<file path="config.mk">
export PLATFORM = sky130hd
export DESIGN_NAME = uart_cmd_arbiter
export DESIGN_NICKNAME = d
export VERILOG_FILES = /design/src/rtl/computer_system_pkg.sv /design/src/rtl/uart_cmd_arbiter.sv
export SDC_FILE = /design/constraint.sdc
export NUM_CORES = 1
export LEC_CHECK = 0
export CAP_MARGIN = 20
export CORE_ASPECT_RATIO = 0.9
export CORE_MARGIN = 1
export CORE_UTILIZATION = 45
export DETAILED_ROUTE_END_ITERATION = 8
export DONT_BUFFER_PORTS = 1
export MAX_ROUTING_LAYER = met4
export PLACE_DENSITY = 0.71
export SLEW_MARGIN = 5
export SYNTH_ARGS = -nofsm -noshare
export SYNTH_HDL_FRONTEND = slang
export SYNTH_SLANG_ARGS = --single-unit
</file>
<file path="constraint.sdc">
create_clock -name clk_i -period 4.3 [get_ports clk_i]
set_input_delay 0.645 -clock clk_i [delete_from_list [all_inputs] [get_ports clk_i]]
set_output_delay 0.645 -clock clk_i [all_outputs]
set_load 0.02 [all_outputs]
</file>
<file path="src/rtl/computer_system_pkg.sv">
// Shared definitions for the RV32I computer system command arbiter.
// Holds the host command byte codes, the NAK reply byte, the arbiter
// state encoding and the grant target encoding, plus the command decoder.
package computer_system_pkg;

    localparam logic [7:0] CMD_LOAD     = 8'h1C;
    localparam logic [7:0] CMD_RUN_CONT = 8'hCE;
    localparam logic [7:0] CMD_RUN_STEP = 8'hDE;
    localparam logic [7:0] NAK_BYTE     = 8'h3F;

    typedef enum logic [2:0] {
        S_IDLE,
        S_ACK_START,
        S_ACK_BUSY,
        S_ACK_DONE,
        S_GRANT,
        S_RELEASE
    } state_t;

    typedef enum logic [1:0] {
        TGT_NONE,
        TGT_LOADER,
        TGT_DEBUG
    } target_t;

    // Map a received command byte to the unit that will own the link.
    function automatic target_t decode_target(input logic [7:0] cmd);
        target_t tgt;
        case (cmd)
            CMD_LOAD:                   tgt = TGT_LOADER;
            CMD_RUN_CONT, CMD_RUN_STEP: tgt = TGT_DEBUG;
            default:                    tgt = TGT_NONE;
        endcase
        return tgt;
    endfunction

endpackage

</file>
<file path="src/rtl/uart_cmd_arbiter.sv">
// Command arbiter: sole owner of the host UART link.
// Decodes one command byte from RX, echoes it (or replies NAK) on TX, then
// hands the link and control to the loader or the debug unit until that
// unit reports done. At most one grant is high at any time.
//
// Ports:
//   clk_i, rst_ni                 clock, async active-low reset
//   rx_data_i, rx_ready_i         UART RX byte and its valid pulse
//   tx_data_o, tx_start_o         UART TX byte and start pulse
//   tx_busy_i                     UART TX busy
//   loader_*                      grant / done / gated RX / TX for the loader
//   debug_*                       grant / mode / done / gated RX / TX for debug
//   busy_o                        arbiter is not idle
//   nak_count_o                   saturating count of rejected command bytes
module uart_cmd_arbiter
    import computer_system_pkg::*;
(
    input  logic       clk_i,
    input  logic       rst_ni,
    input  logic [7:0] rx_data_i,
    input  logic       rx_ready_i,
    output logic [7:0] tx_data_o,
    output logic       tx_start_o,
    input  logic       tx_busy_i,
    output logic       loader_grant_o,
    input  logic       loader_done_i,
    output logic       loader_rx_ready_o,
    input  logic [7:0] loader_tx_data_i,
    input  logic       loader_tx_start_i,
    output logic       debug_grant_o,
    output logic       debug_exec_mode_o,
    input  logic       debug_done_i,
    output logic       debug_rx_ready_o,
    input  logic [7:0] debug_tx_data_i,
    input  logic       debug_tx_start_i,
    output logic       busy_o,
    output logic [7:0] nak_count_o
);

    state_t     state_q, state_d;
    logic [7:0] cmd_q;
    target_t    target_q;
    logic       mode_q;
    logic [7:0] nak_q;
    logic       nak_inc;

    always_ff @(posedge clk_i or negedge rst_ni) begin
        if (!rst_ni) begin
            state_q  <= S_IDLE;
            cmd_q    <= 8'h00;
            target_q <= TGT_NONE;
            mode_q   <= 1'b0;
            nak_q    <= 8'h00;
        end else begin
            state_q <= state_d;
            // Commands are only latched from idle; bytes seen while an
            // ACK is in flight or a unit is granted never touch cmd_q.
            if (state_q == S_IDLE && rx_ready_i) begin
                cmd_q    <= rx_data_i;
                target_q <= decode_target(rx_data_i);
                mode_q   <= (rx_data_i == CMD_RUN_CONT);
            end
            if (nak_inc && nak_q != 8'hFF) begin
                nak_q <= nak_q + 8'h01;
            end
        end
    end

    // Grants, routing enables and exec mode depend only on registered
    // state, so a reset drops them in the same instant.
    always_comb begin
        state_d           = state_q;
        tx_data_o         = 8'h00;
        tx_start_o        = 1'b0;
        loader_grant_o    = 1'b0;
        loader_rx_ready_o = 1'b0;
        debug_grant_o     = 1'b0;
        debug_exec_mode_o = 1'b0;
        debug_rx_ready_o  = 1'b0;
        nak_inc           = 1'b0;
        case (state_q)
            S_IDLE: begin
                if (rx_ready_i) state_d = S_ACK_START;
            end
            S_ACK_START: begin
                tx_data_o = (target_q != TGT_NONE) ? cmd_q : NAK_BYTE;
                if (!tx_busy_i) begin
                    tx_start_o = 1'b1;
                    nak_inc    = (target_q == TGT_NONE);
                    state_d    = S_ACK_BUSY;
                end
            end
            S_ACK_BUSY: begin
                if (tx_busy_i) state_d = S_ACK_DONE;
            end
            S_ACK_DONE: begin
                if (!tx_busy_i) state_d = (target_q != TGT_NONE) ? S_GRANT : S_IDLE;
            end
            S_GRANT: begin
                case (target_q)
                    TGT_LOADER: begin
                        loader_grant_o    = 1'b1;
                        loader_rx_ready_o = rx_ready_i;
                        tx_data_o         = loader_tx_data_i;
                        tx_start_o        = loader_tx_start_i;
                        if (loader_done_i) state_d = S_RELEASE;
                    end
                    TGT_DEBUG: begin
                        debug_grant_o     = 1'b1;
                        debug_exec_mode_o = mode_q;
                        debug_rx_ready_o  = rx_ready_i;
                        tx_data_o         = debug_tx_data_i;
                        tx_start_o        = debug_tx_start_i;
                        if (debug_done_i) state_d = S_RELEASE;
                    end
                    default: state_d = S_IDLE;
                endcase
            end
            S_RELEASE: begin
                // Hold off until the owning unit drops done so a stale
                // done level cannot cut short the next grant.
                if (target_q == TGT_LOADER) begin
                    if (!loader_done_i) state_d = S_IDLE;
                end else if (target_q == TGT_DEBUG) begin
                    if (!debug_done_i) state_d = S_IDLE;
                end else begin
                    state_d = S_IDLE;
                end
            end
            default: state_d = S_IDLE;
        endcase
    end

    assign busy_o      = (state_q != S_IDLE);
    assign nak_count_o = nak_q;

endmodule

</file>
# [Yosys cells after proc, flatten, opt, wreduce, memory -nomap -nowiden]
# Cells that the tools add are included.
# W data, S select, Z words.
[op_classes] add_sub_neg=1 eq_ne=19 n_mux=32 reduce_logical=8
[ops] op="$mux W3" n=11
[ops] op="$pmux W8 S2" n=2
[ops] op="$pmux W3 S6" n=1
[ops] op="$eq A8 B8 Y1 const B" n=2
[ops] op="$mux W1" n=13
[ops] op="$ne A3 B3 Y1 const B" n=3
[ops] op="$add A8 B1 Y8 const B" n=1
[ops] op="$eq A8 B5 Y1 const B" n=1
[ops] op="$mux W8" n=1
[ops] op="$ne A2 B2 Y1 const B" n=4
[ops] op="$ne A8 B8 Y1 const B" n=1
[ops] op="$reduce_and A8 Y1" n=1
[ops] op="$eq A3 B2 Y1 const B" n=2
[ops] op="$eq A3 B3 Y1 const B" n=2
[ops] op="$pmux W3 S2" n=1
[ops] op="$ne A4 B4 Y1 const B" n=1
[ops] op="$pmux W1 S2" n=2
[ops] op="$pmux W2 S2" n=1
[ops] op="$eq A3 B1 Y1 const B" n=1
[ops] op="$logic_not A3 Y1" n=1
[ops] op="$reduce_bool A3 Y1" n=1
[ops] op="$eq A2 B1 Y1 const B" n=1
[ops] op="$eq A2 B2 Y1 const B" n=1
[ops] op="$logic_and A1 B1 Y1" n=2
[ops] op="3 further kinds" n=3
[totals] ff_bits=22 input_bits=32 output_inout_bits=23 elab_cells=65

# [Logic depth before layout (Yosys ltp)]
# Gate-level depths: netlist of the first run.
[logic_depth] word_depth=4 mapped_depth=7 mapped_depth_nobuf=6

# [Worst setup path after synthesis of the first run]
# No wires, ideal clock.
[synth_timing] kind="reg2out" from="register state_q[1]" to="output tx_data_o[6]" t_arrival_ps=1568 required_time_ps=3655 slack_ps=2087 path_stages_with_launch=6 path_buffers=1 cell_sequence="dfrtp_1 buf_6 nor2_1 and2_1 nand2_1 o21ai_0"
[synth_between] elab_chain_cells=2 word_cells_on_any_way=3 classes_between="eq/ne: 2; mux: 1"
[synth_rtl] element="from (decl)" line="uart_cmd_arbiter.sv:40" source="state_t state_q, state_d;"
[synth_rtl] element="from (signal assigned)" line="uart_cmd_arbiter.sv:55" source="state_q <= state_d;"
[synth_rtl] element="$eq A3 B3 Y1 or $eq A3 B1 Y1 (tied branches)" line="uart_cmd_arbiter.sv:81" source="case (state_q)"
[synth_rtl] element="$pmux W8 S2 (*)" line="uart_cmd_arbiter.sv:81"
[synth_rtl] element="to (decl)" line="uart_cmd_arbiter.sv:22" source="output logic [7:0] tx_data_o,"
# Every way passes the cells marked *; elsewhere a longest branch is shown, timed or not.

# [Worst setup path in the final report of the first run]
[layout_timing] from="register state_q[1]" to="output tx_data_o[7]"
# Same word-level chain as after synthesis.

==> metrics.txt, run 1 <==
H-Tree Depth 1; clock share of power 20.8%; leading cell type in the layout, fill and taps excluded dfrtp_1; GRT Total Usage 18.7%; vias 1031; worst setup path class reg2out; CP max stage delay 0.58 ns; router iterations before antenna repair 4; PortBufs 0; RSZ-0062 raised after global routing no; full die area 3170 um^2; Final period util 63.1%; Critical Path AT 2.07 ns; Power Density 524 nW/um^2; Post-CTS Setup Bufs 0; # fillers 267; Static Leak 0.000560 uW; reg2reg start target_q[0]; Worst Path Required 3.65 ns; core area 2770 um^2; Worst Setup Start Kind flip-flop; Max Fclk 369 MHz; M1 wire length 1260 um; Post-Syn Instances 134; HP Class in2reg; WL met2 1320 um; Reg area 551 um^2; WHS 0.431 ns; most frequent cells in the layout dfrtp_1, nor2_1, nand2_1, a22oi_1, mux2_2; Via-to-Cell Ratio 5.96; routed wl met3 236 um; crit end category primary output; WL final 2830 um; initial antenna violation count 0; proportion of layout cells with a drive suffix above 1 14.3%; Yosys reg bits 22; net count after synthesis 171; Seq pwr share 50.7%; sw frac 37.6%; CP startpoint state_q[1]; VDD IR max 0.000335 V; CP Max Fanout 9; Clock Sinks 22; pin count of the biggest net entering global routing 15; vias in the first global route 889; top layer used by detailed routing met4; Syn Std Cell Area 1330 um^2; Seq/Total Area, Yosys 41.5%; min Tclk post-route 2.71 ns; clk_skew 0.00264 ns; Final Hold Fails 0; MaxCap Viol Count 0; Final HPWL DP 2180 um; status finished clean; first-pass GRT wire length 4180 um; DIE WIDTH 59.2 um; max-slew violations 0; row count 18; TritonCTS Buffers 3; Slew @ Worst Pin 0.635 ns; Cell variety after synth 36; Psw 278 uW; clk_lat worst skew 0.30 ns; Multi-input gate area 719 um^2; clk buf depth 2; TritonCTS clock tree built; number of diodes 0; crit-path cells nor2_1 > and2_1 > nand2_1 > o21ai_0; Nets 171; DRT iter0 DRCs 67; Post-synth EDFFs 0; part of the power in combinational logic 28.5%; Clock Tree Root clkbuf_4; CTS clock-pin slew for the worst setup and hold paths 0.11 ns; prevailing post-synth register cell dfrtp_1; wire per inst 16.3 um; # IOs 55; Slew HR 57.2%; final setup vio count 0; async set or reset register ratio after synthesis 100%; internal power 462 uW; Hold Buf Count CTS 1; PostCTS Resize Cnt 0; Area Growth Syn to Fin 6.41%; Die Height 53.5 um; ANT nets after route 0; min-delay src rx_data_i[4]; GP Congestion 0.873; post-route setup TNS 0 ns; highest-delay cell along the critical path o21ai_0; yosys warns 0; grt ovf 0; Initial Utilization 47.9%; Mapped Avg Cell Area 9.90 um^2; # DRC 0
-- Yosys cell counts (2+ instances only) --
library cell,count,area (um^2)
dfrtp_1,22,551
nor2_1,13,48.8
nand2_1,12,45.0
a22oi_1,9,67.6
mux2_2,9,101
o22ai_1,7,43.8
ha_1,5,62.6
inv_1,5,18.8
o21ai_0,5,25.0
xor2_1,5,43.8
and3_1,4,25.0
and2_1,3,18.8
clkbuf_1,3,11.3
nand3_1,3,15.0
nand4_1,3,18.8
xnor2_1,3,26.3
buf_2,2,10.0
nor2b_1,2,12.5
nor3_1,2,10.0
-- per-stage QoR --
step / std cells / instance area (um^2) / utilization (%) / worst slack (ns) / total power [uW]
3_5_place_dp: 167 / 1340 / 48.3 / 1.93 / 586
6_report: 173 / 1410 / 50.9 / 1.59 / 740
5_1_grt: 173 / 1410 / 50.9 / 1.38 / 787
4_1_cts: 172 / 1400 / 50.6 / 1.57 / 747
3_3_place_gp: 167 / 1340 / 48.3 / 1.99 / 569
2_1_floorplan: 134 / 1330 / - / 2.09 / 553
-- cell type report --
| class | count | share of cell area, % |
|---|---|---|
| timing repair buffer | 2 | 1.42 |
| multi-input combinational | 100 | 51.0 |
| sequential | 22 | 39.0 |
| clock buffer | 3 | 1.60 |
| tap | 40 | 3.55 |
| clock inverter | 1 | 2.13 |
| inverter | 5 | 1.33 |
-- path summary, 6_finish.rpt --
kind | endpoint | slack, ns | cells past startpoint
max reg2reg | state_q[0] | 2.53 | 5
min reg2reg | mode_q | 0.50 | 2
max | tx_data_o[7] | 1.59 | 4
min | mode_q | 0.43 | 1
min in group asynchronous | cmd_q[7] | 0.69 | 1
max in group asynchronous | nak_count_o[2] | 3.15 | 1
-- logic make-up after synthesis --
kind of cell / count (synthesis) / synth area share, %
buffers and inverters: 12 / 4.24
and+or+nand+nor: 51 / 21.7
xor gates and xnor gates: 8 / 5.28
DFF: 22 / 41.5
muxes: 10 / 8.40
adders and majority gates: 5 / 4.72
AOI/OAI and AO/OA: 26 / 14.2
-- state kept, by name, indices dropped and copies added, names as in the netlist --
name / flops
cmd_q: 8
target_q: 2
nak_count_o: 8
state_q: 3
mode_q: 1
-- critical path: cells and delay by family (launching register included) --
| kind | cells | cell delay, ns |
|---|---|---|
| AOI/OAI and AO/OA | 1 | 0.58 |
| DFF | 1 | 0.49 |
| and+or+nand+nor | 3 | 0.69 |
-- power groups by stage --
stage | Clock [uW] | Sequential, uW | Combinational (uW)
2_1_floorplan | 0 | 351 | 202
3_3_place_gp | 0 | 371 | 199
3_5_place_dp | 0 | 379 | 207
4_1_cts | 163 | 374 | 211
5_1_grt | 169 | 386 | 232
6_report | 154 | 375 | 211
-- metal layers --
layer | vias up | track usage (%)
li1 | 481 | -
met1 | 499 | 25.4
met2 | 49 | 27.7
met3 | 2 | 6.11
met4 | 0 | 2.38
met5 | - | -
No activity file was read; power rests on OpenSTA's default activity.
==> run 2, diff against run 1 <==
==> constraint.sdc (replaced) <==
create_clock -name clk_i -period 2.5 [get_ports clk_i]
set_input_delay 0.375 -clock clk_i [delete_from_list [all_inputs] [get_ports clk_i]]
set_output_delay 0.375 -clock clk_i [all_outputs]
set_load 0.02 [all_outputs]
==> metrics.txt, run 2 (synthesized netlist as in run 1, its figures left out) <==
highest-delay cell along the critical path o22ai_1; # IOs 55; Slew HR 64.9%; clk buf depth 2; full die area 3170 um^2; CP Max Fanout 9; router iterations before antenna repair 4; vias 1008; Final Hold Fails 0; core area 2770 um^2; MaxCap Viol Count 0; Initial Utilization 47.9%; CP max stage delay 0.51 ns; VDD IR max 0.000587 V; most frequent cells in the layout dfrtp_1, nand2_1, nor2_1, a22oi_1, mux2_2; Nets 173; Static Leak 0.000559 uW; Post-CTS Setup Bufs 0; crit-path cells nor2_2 > and2_1 > nand2_1 > o22ai_1; Die Height 53.5 um; PortBufs 0; ANT nets after route 0; vias in the first global route 868; Clock Sinks 22; clk_skew 0.00361 ns; row count 18; HP Class in2reg; RSZ-0062 raised after global routing no; TritonCTS clock tree built; status finished clean; Final period util 93.8%; min Tclk post-route 2.35 ns; # fillers 254; number of diodes 0; CP bufs+invs 0; Worst Setup Start Kind flip-flop; Worst Path Required 2.12 ns; pin count of the biggest net entering global routing 23; clk_lat worst skew 0.30 ns; CTS clock-pin slew for the worst setup and hold paths 0.11 ns; delay-heaviest family, CP simple AND/OR/NAND/NOR gates; initial antenna violation count 0; DIE WIDTH 59.2 um; wire per inst 16.2 um; dpl cells 169; WL final 2830 um; routed wl met3 167 um; Final HPWL DP 2150 um; proportion of layout cells with a drive suffix above 1 17.2%; max-slew violations 0; Max Fclk 426 MHz; leading cell type in the layout, fill and taps excluded dfrtp_1; non-filler cells, final 174; Power Density 829 nW/um^2; WL met2 1340 um; top layer used by detailed routing met4; DRT iter0 DRCs 73; crit end category primary output; Via-to-Cell Ratio 5.79; M1 wire length 1310 um; GP Congestion 0.874; Slew @ Worst Pin 0.524 ns; final setup vio count 0; grt ovf 0; Critical Path AT 1.97 ns; Clock Tree Root clkbuf_4; # DRC 0; Area Growth Syn to Fin 6.04%; H-Tree Depth 1; GRT Total Usage 18.5%; post-route setup TNS 0 ns; worst setup path class reg2out; TritonCTS Buffers 3; first-pass GRT wire length 4110 um
run 2: cell count changes in the layout (fill, tap and decap cells not counted), sizes merged:
cell         delta
buf             +3
bufinv          -1
dlygate4sd3     -1
run 2: power breakdown:
group | internal [uW] | switching, uW | leakage, uW
Combinational | 162 | 203 | 0.000267
Clock | 56.1 | 98.0 | 0.0000138
Sequential | 473 | 175 | 0.000278
Total | 691 | 475 | 0.000559
run 2: stage by stage:
stage	area (um^2)	hold WS [ns]	util [%]	total power (uW)	worst slack, ns
after floorplan	1330	0.0794	-	951	0.557
after global placement	1350	0.0799	48.9	978	0.523
after detailed placement	1350	0.0799	48.9	1000	0.431
after CTS	1390	0.170	50.0	1170	0.0859
after global routing	1410	0.163	50.8	1240	0.0340
final	1410	0.174	50.8	1170	0.154
run 2: layout make-up:
cell class / count / area [um^2] / area share (%)
clock buffers: 3 / 22.5 / 1.60
inverters: 5 / 18.8 / 1.33
multi-input cells: 100 / 724 / 51.5
flip-flops and latches: 22 / 551 / 39.1
well taps: 40 / 50.0 / 3.56
repair buffers: 4 / 40.0 / 2.85
run 2: worst paths after layout:
path / startpoint / to / slack [ns] / cells past startpoint
worst max-delay path: state_q[1] / tx_data_o[3] / 0.15 / 4
worst min-delay path: rx_data_i[4] / mode_q / 0.17 / 1
worst max register to register: target_q[0] / nak_count_o[7] / 0.76 / 5
worst min register to register: cmd_q[1] / cmd_q[1] / 0.52 / 1
max in group asynchronous: rst_ni / target_q[1] / 1.56 / 2
min in group asynchronous: rst_ni / nak_count_o[2] / 0.48 / 1
run 2: what timing repair did:
item                                   in CTS  in global routing
endpoints found under the hold margin      22                  0
hold buffers                                1                  0
resized for setup                           0                  2
setup endpoints to repair                   0                  8
run 2: per-layer routing:
layer,vias up,track usage [%]
li1,483,-
met1,488,25.2
met2,35,26.2
met3,2,4.40
met4,0,7.54
met5,-,-
run 2: worst register-to-register path, cell delays in order (launching register included):
cell      delay (ns)
dfrtp_1         0.43
inv_1           0.10
ha_1            0.44
o211ai_4        0.20
nor4_2          0.33
xor2_1          0.17
==> edit 1, RTL diff (settings of run 2) <==
Put one more register stage on the output `nak_count_o`, with the module's reset. The value now appears one clock later. The other outputs are not delayed to match.
--- a/src/rtl/uart_cmd_arbiter.sv
+++ b/src/rtl/uart_cmd_arbiter.sv
@@ -132,7 +132,13 @@
     end
 
     assign busy_o      = (state_q != S_IDLE);
-    assign nak_count_o = nak_q;
+    always_ff @(posedge clk_i or negedge rst_ni) begin
+        if (!rst_ni) begin
+            nak_count_o <= '0;
+        end else begin
+            nak_count_o <= nak_q;
+        end
+    end
 
 endmodule
 
Function: changed (a bounded check fails within 4 cycles, from zero or initial values and one cycle with rst_ni low).
==> edit 1 against run 2 <==
Synthesized cell count increased by 2.2%; critical endpoint unchanged; combinational power down 4%; first-iteration DRC count fell by 36%; area after synthesis is 13% higher; power grew 40%; sequential cell count increased by 8; largest cell class is now sequential cells; final area increased by 19%; final cell count rose by 5.7%; utilization rose by 2.7 points; clock power rose to 3.0 times the old value; critical path depth decreased by 1; wire length up 11%; count of clock-buffer cells in the layout is 4 higher; worst setup slack improved by 77 ps.
==> edit 1: results (changes against run 2) <==
- Top_reg_cell synth: dfrtp_1 (unchanged)
- Top flop regs: cmd_q (8), nak_count_o (8), nak_q (8)
- Comb power: 0.352 mW (was 0.365 mW)
- Post-synthesis sequential area ratio: 50.13% (was 41.51%)
- FF-to-FF path depth: 4 (was 5)
- Worst Hold Launch: rx_data_i[4] (unchanged)
- Outcome: finished, final reports clean (unchanged)
- Iteration count of the initial detailed-routing pass: 4 (unchanged)
- Reg-to-Reg Start: target_q[1] (was target_q[0])
- P_leak: 0.6893 nW (was 0.5586 nW)
- Worst slew pin tran: 489.9 ps (was 524.3 ps)
- Clk root buf: clkbuf_8 (was clkbuf_4)
- Hold depth: 1 (unchanged)
- Hold_ws: 191.9 ps (was 173.9 ps)
- Net Sw Frac: 33.22% (was 40.76%)
- Tot GR Track Use: 19.63% (was 18.46%)
- Worst VDD drop: 0.0004766 V (was 0.0005871 V)
- Worst skew pair latency: 280 ps (was 300 ps)
- Vias in the first global route: 1051 (was 868)
- Setup Skew: 4.950 ps (was 3.605 ps)
- Crit path launch: state_q[2] (was state_q[1])
- Flop-to-flop setup slack: 810 ps (was 760 ps)
- Vias per cell: 6.049 (was 5.793)
- Nets: 178 (was 173)
- Hold Path Class: in -> reg (unchanged)
- Post-Syn Nets: 174 (was 171)
- CP max FO: 10 (was 9)
- Multiplexer share of the synthesized area: 7.435% (was 8.396%)
- Ys async rst share: 100.0% (unchanged)
- FF-to-FF End: nak_q[1] (was nak_count_o[7])
- XOR/XNOR Fraction of Synth Area: 4.678% (was 5.283%)
- End of the worst hold path: mode_q (unchanged)
- Synth top cells by count: 30 x dfrtp_1, 11 x nor2_1, 10 x nand2_1 (was 22 x dfrtp_1, 13 x nor2_1, 12 x nand2_1)
- Post-CTS setup buffers: 0 (unchanged)
- Total CTS buffers: 5 (was 3)
- First-pass GRT wire length: 5099 um (was 4105 um)
- Layout cells sized above 1: 11.97% (was 17.16%)
- Adder-cell area share of the yosys netlist: 4.177% (was 4.717%)
- Post-Route WL: 3129 um (was 2825 um)
- Initial antenna violation count: 0 (unchanged)
- Placer's final routability congestion estimate: 0.8252 (was 0.8736)
- Seq pwr share: 49.9% (was 55.5%)
- Top cells by area, synth: dfrtp_1 50%, a22oi_1 4.5%, ha_1 4.2% (was dfrtp_1 42%, mux2_2 7.6%, a22oi_1 5.1%)
- PortBufs: 0 (unchanged)
- DR iter-0 viols: 47 (was 73)
- Compound-Gate Fraction of Synth Area: 12.28% (was 14.15%)
- Worst-case clock buffer depth: 2 (unchanged)
- H-tree depth: 2 (was 1)
- Hpwl dp: 2344 um (was 2154 um)
- Largest net degree at the start of global routing: 31 (was 23)
- Data arrival, critical path: 1890 ps (was 1970 ps)
- Post-synth cell types: 36 (unchanged)
- Worst-path clk slew: 50 ps (was 110 ps)
[edit 1: cell count changes after synthesis, moves of 2 or more]
cell | before | now
mux2_2 | 9 | 4
o21ai_1 | 0 | 2
nor2_1 | 13 | 11
mux2_1 | 0 | 5
dfrtp_1 | 22 | 30
nand2_1 | 12 | 10
nor3b_2 | 0 | 2
o21ai_0 | 5 | 3
[edit 1: layer usage]
metal / part of all wire (%) / track usage [%] / vias to the layer above
met5: 0 / - / -
met4: 0.38 / 6.977 / 0
met3: 6.9 / 6.098 / 2
met2: 49 / 29.66 / 47
met1: 44 / 24.90 / 560
li1: - / - / 504
[edit 1: per-stage QoR]
stage	instances	util, %	instance area (um2)	setup WS [ps]	power (mW)
final	184	53.52	1667	231.4	1.630
after global routing	184	53.52	1667	120.2	1.722
after CTS	184	53.52	1667	235.5	1.648
after detailed placement	174	49.14	1530	531.8	1.165
after global placement	174	49.14	1530	582.9	1.141
after floorplan	137	-	1498	692.5	1.088
[edit 1: final cells by class]
| class | instances | area (um2) |
|---|---|---|
| Multi-Input combinational cell | 96 | 704.4 |
| Inverter | 6 | 22.52 |
| Clock inverter | 1 | 30.03 |
| Clock buffer | 7 | 76.32 |
| Sequential cell | 30 | 750.7 |
| Tap cell | 42 | 52.55 |
| Timing Repair Buffer | 2 | 30.03 |
| Fill cell | 267 | 1448 |
[edit 1: timing repair]
action | 4_1_cts | 5_1_grt
endpoints found under the setup margin | 0 | 0
endpoints found under the hold margin | 30 | 0
hold buffers | 2 | 0
gates resized for setup | 0 | 0
[edit 1: worst max-delay path: stages, from the launching register on]
cell and delay [ps]:
dfrtp_1 470, nor3b_2 430, nand2_2 240, o22ai_1 480
==> edit 2, RTL diff (flow settings as in run 2) <==
Made on the original files. Reset style: synchronous (`rst_ni`), changed in one clocked block. Comments in the files are not updated.
--- a/src/rtl/uart_cmd_arbiter.sv
+++ b/src/rtl/uart_cmd_arbiter.sv
@@ -44,7 +44,7 @@
     logic [7:0] nak_q;
     logic       nak_inc;
 
-    always_ff @(posedge clk_i or negedge rst_ni) begin
+    always_ff @(posedge clk_i) begin
         if (!rst_ni) begin
             state_q  <= S_IDLE;
             cmd_q    <= 8'h00;
Function: differs if rst_ni is asserted again (counterexample within 4 cycles, from zero or initial values and one cycle with rst_ni low); with rst_ni held inactive, the same outputs for 10 cycles.
==> edit 2 against run 2 <==
Worst setup slack gained 79 ps; final area is 2.5% lower; power decreased by 20%; utilization shrank 1.3 points; non-clock buffer count down 2; sequential cell count is the same; wire length up 15%; first-iteration DRC count unchanged; clock power increased by 30%; register-to-register slack lost 270 ps; clock skew grew 0.96 ps; area after synthesis is 0.19% higher; critical path type unchanged; critical endpoint is now tx_data_o[7]; largest power group unchanged.
==> edit 2: results (changes against run 2) <==
- Ys async rst share: 0% (was 100.0%)
- DRT met1 WL: 1544 um (was 1305 um)
- WL per Instance: 15.68 um (was 16.24 um)
- Post-Syn Nets: 208 (was 171)
- DR iter-0 viols: 73 (unchanged)
- Placer's final routability congestion estimate: 0.8890 (was 0.8736)
- Hold_ws: 173.9 ps (about the same)
- Worst VDD drop: 0.0003438 V (was 0.0005871 V)
- Post-Route WL: 3246 um (was 2825 um)
- Post-synth cell types: 41 (was 36)
- Hold Path Class: in -> reg (unchanged)
- Synth top cells by count: 26 x nand2_1, 22 x dfxtp_1, 17 x a21oi_1 (was 22 x dfrtp_1, 13 x nor2_1, 12 x nand2_1)
- P_leak: 0.4562 nW (was 0.5586 nW)
- Worst slack at placement: 606.9 ps (was 431.0 ps)
- Total CTS buffers: 3 (unchanged)
- Clk root buf: clkbuf_4 (unchanged)
- Top cells by area, synth: dfxtp_1 33%, nand2_1 7.3%, a21oi_1 6.4% (was dfrtp_1 42%, mux2_2 7.6%, a22oi_1 5.1%)
- Ant diodes: 0 (unchanged)
- Initial antenna violation count: 0 (unchanged)
- CP Capture Point: tx_data_o[7] (was tx_data_o[3])
- Syn Area/Cell: 7.725 um2 (was 9.898 um2)
- Worst-case clock buffer depth: 2 (unchanged)
- FF-to-FF path depth: 6 (was 5)
- Flop-to-flop setup slack: 490 ps (was 760 ps)
- Post-CTS setup buffers: 0 (unchanged)
- Worst skew pair latency: 310 ps
- Syn. warnings: 0 (unchanged)
- H-tree depth: 1 (unchanged)
- Outcome: finished, final reports clean (unchanged)
- Total number of vias: 1226 (was 1008)
- First-pass GRT wire length: 4623 um (was 4105 um)
- Fin crit period: 2267 ps (was 2346 ps)
- Vias in the first global route: 929 (was 868)
- FF-to-FF End: state_q[0] (was nak_count_o[7])
- Crit path launch: state_q[0] (was state_q[1])
- Tot GR Track Use: 20.17% (was 18.46%)
- Largest net degree at the start of global routing: 18 (was 23)
- Worst-path clk slew: 130 ps (was 110 ps)
- Final Hold Viols: 0 (unchanged)
- Reg-to-Reg Start: target_q[0] (unchanged)
- Met2 WL: 1462 um (was 1336 um)
- Max layer used: met4 (unchanged)
- Rel. slew slack: 54.29% (was 64.93%)
- WL met3: 223 um (was 167 um)
- Iteration count of the initial detailed-routing pass: 4 (unchanged)
- Layout cells sized above 1: 6.587% (was 17.16%)
- Worst Hold Launch: rst_ni (was rx_data_i[4])
- Resized Gates After CTS: 0 (unchanged)
- CP max FO: 12 (was 9)
- Dpl cell area: 1335 um2 (was 1354 um2)
- PortBufs: 0 (unchanged)
- Net Sw Power: 0.3646 mW (was 0.4754 mW)
- Dpl cells: 203 (was 169)
- Data arrival, critical path: 1890 ps (was 1970 ps)
- Setup Skew: 4.562 ps (was 3.605 ps)
- Post-synthesis sequential area ratio: 33.15% (was 41.51%)
- Hpwl dp: 2347 um (was 2154 um)
-- edit 2: worst max-delay path: stages (launching register included) --
cell and delay [ps]:
dfxtp_1 530, or3b_2 590, nor2_1 160, nand2_1 70
o21ai_0 70, buf_4 170
-- edit 2: how the worst min path moves through the flow --
stage               cells after the start         end
floorplan                               2    cmd_q[6]
global placement                        2    cmd_q[2]
detailed placement                      2    cmd_q[4]
CTS                                     2  state_q[2]
global route                            2  state_q[2]
finish                                  2  state_q[2]
-- edit 2: kinds of logic after synthesis --
group	Yosys count	synth area share, %
AO/OA/AOI/OAI	49	23.54
XOR/XNOR	2	1.319
adder cells (fa/ha/maj)	4	3.767
buffers and inverters	20	6.968
flip-flops	22	33.14
multiplexers	2	1.507
AND/OR/NAND/NOR	73	29.76
-- edit 2: power groups by stage --
stage	sequential [mW]	combinational [mW]	clock, mW
3_3_place_gp	0.435	0.299	0
2_1_floorplan	0.412	0.297	0
3_5_place_dp	0.438	0.305	0
4_1_cts	0.429	0.307	0.205
6_report	0.430	0.308	0.200
5_1_grt	0.437	0.335	0.220
-- edit 2: area by class of cell --
type,instances,area (um2)
Clock buffer,4,36.28
Tap cell,40,50.05
Fill cell,276,1399
Sequential cell,22,440.4
Multi-Input combinational cell,130,795.8
Inverter,9,33.78
Timing Repair Buffer,2,15.01
-- edit 2: layer usage --
| metal | global-route usage [%] | vias to the layer above |
|---|---|---|
| met2 | 27.72 | 44 |
| met5 | - | - |
| met1 | 28.95 | 571 |
| li1 | - | 609 |
| met3 | 4.567 | 2 |
| met4 | 6.349 | 0 |
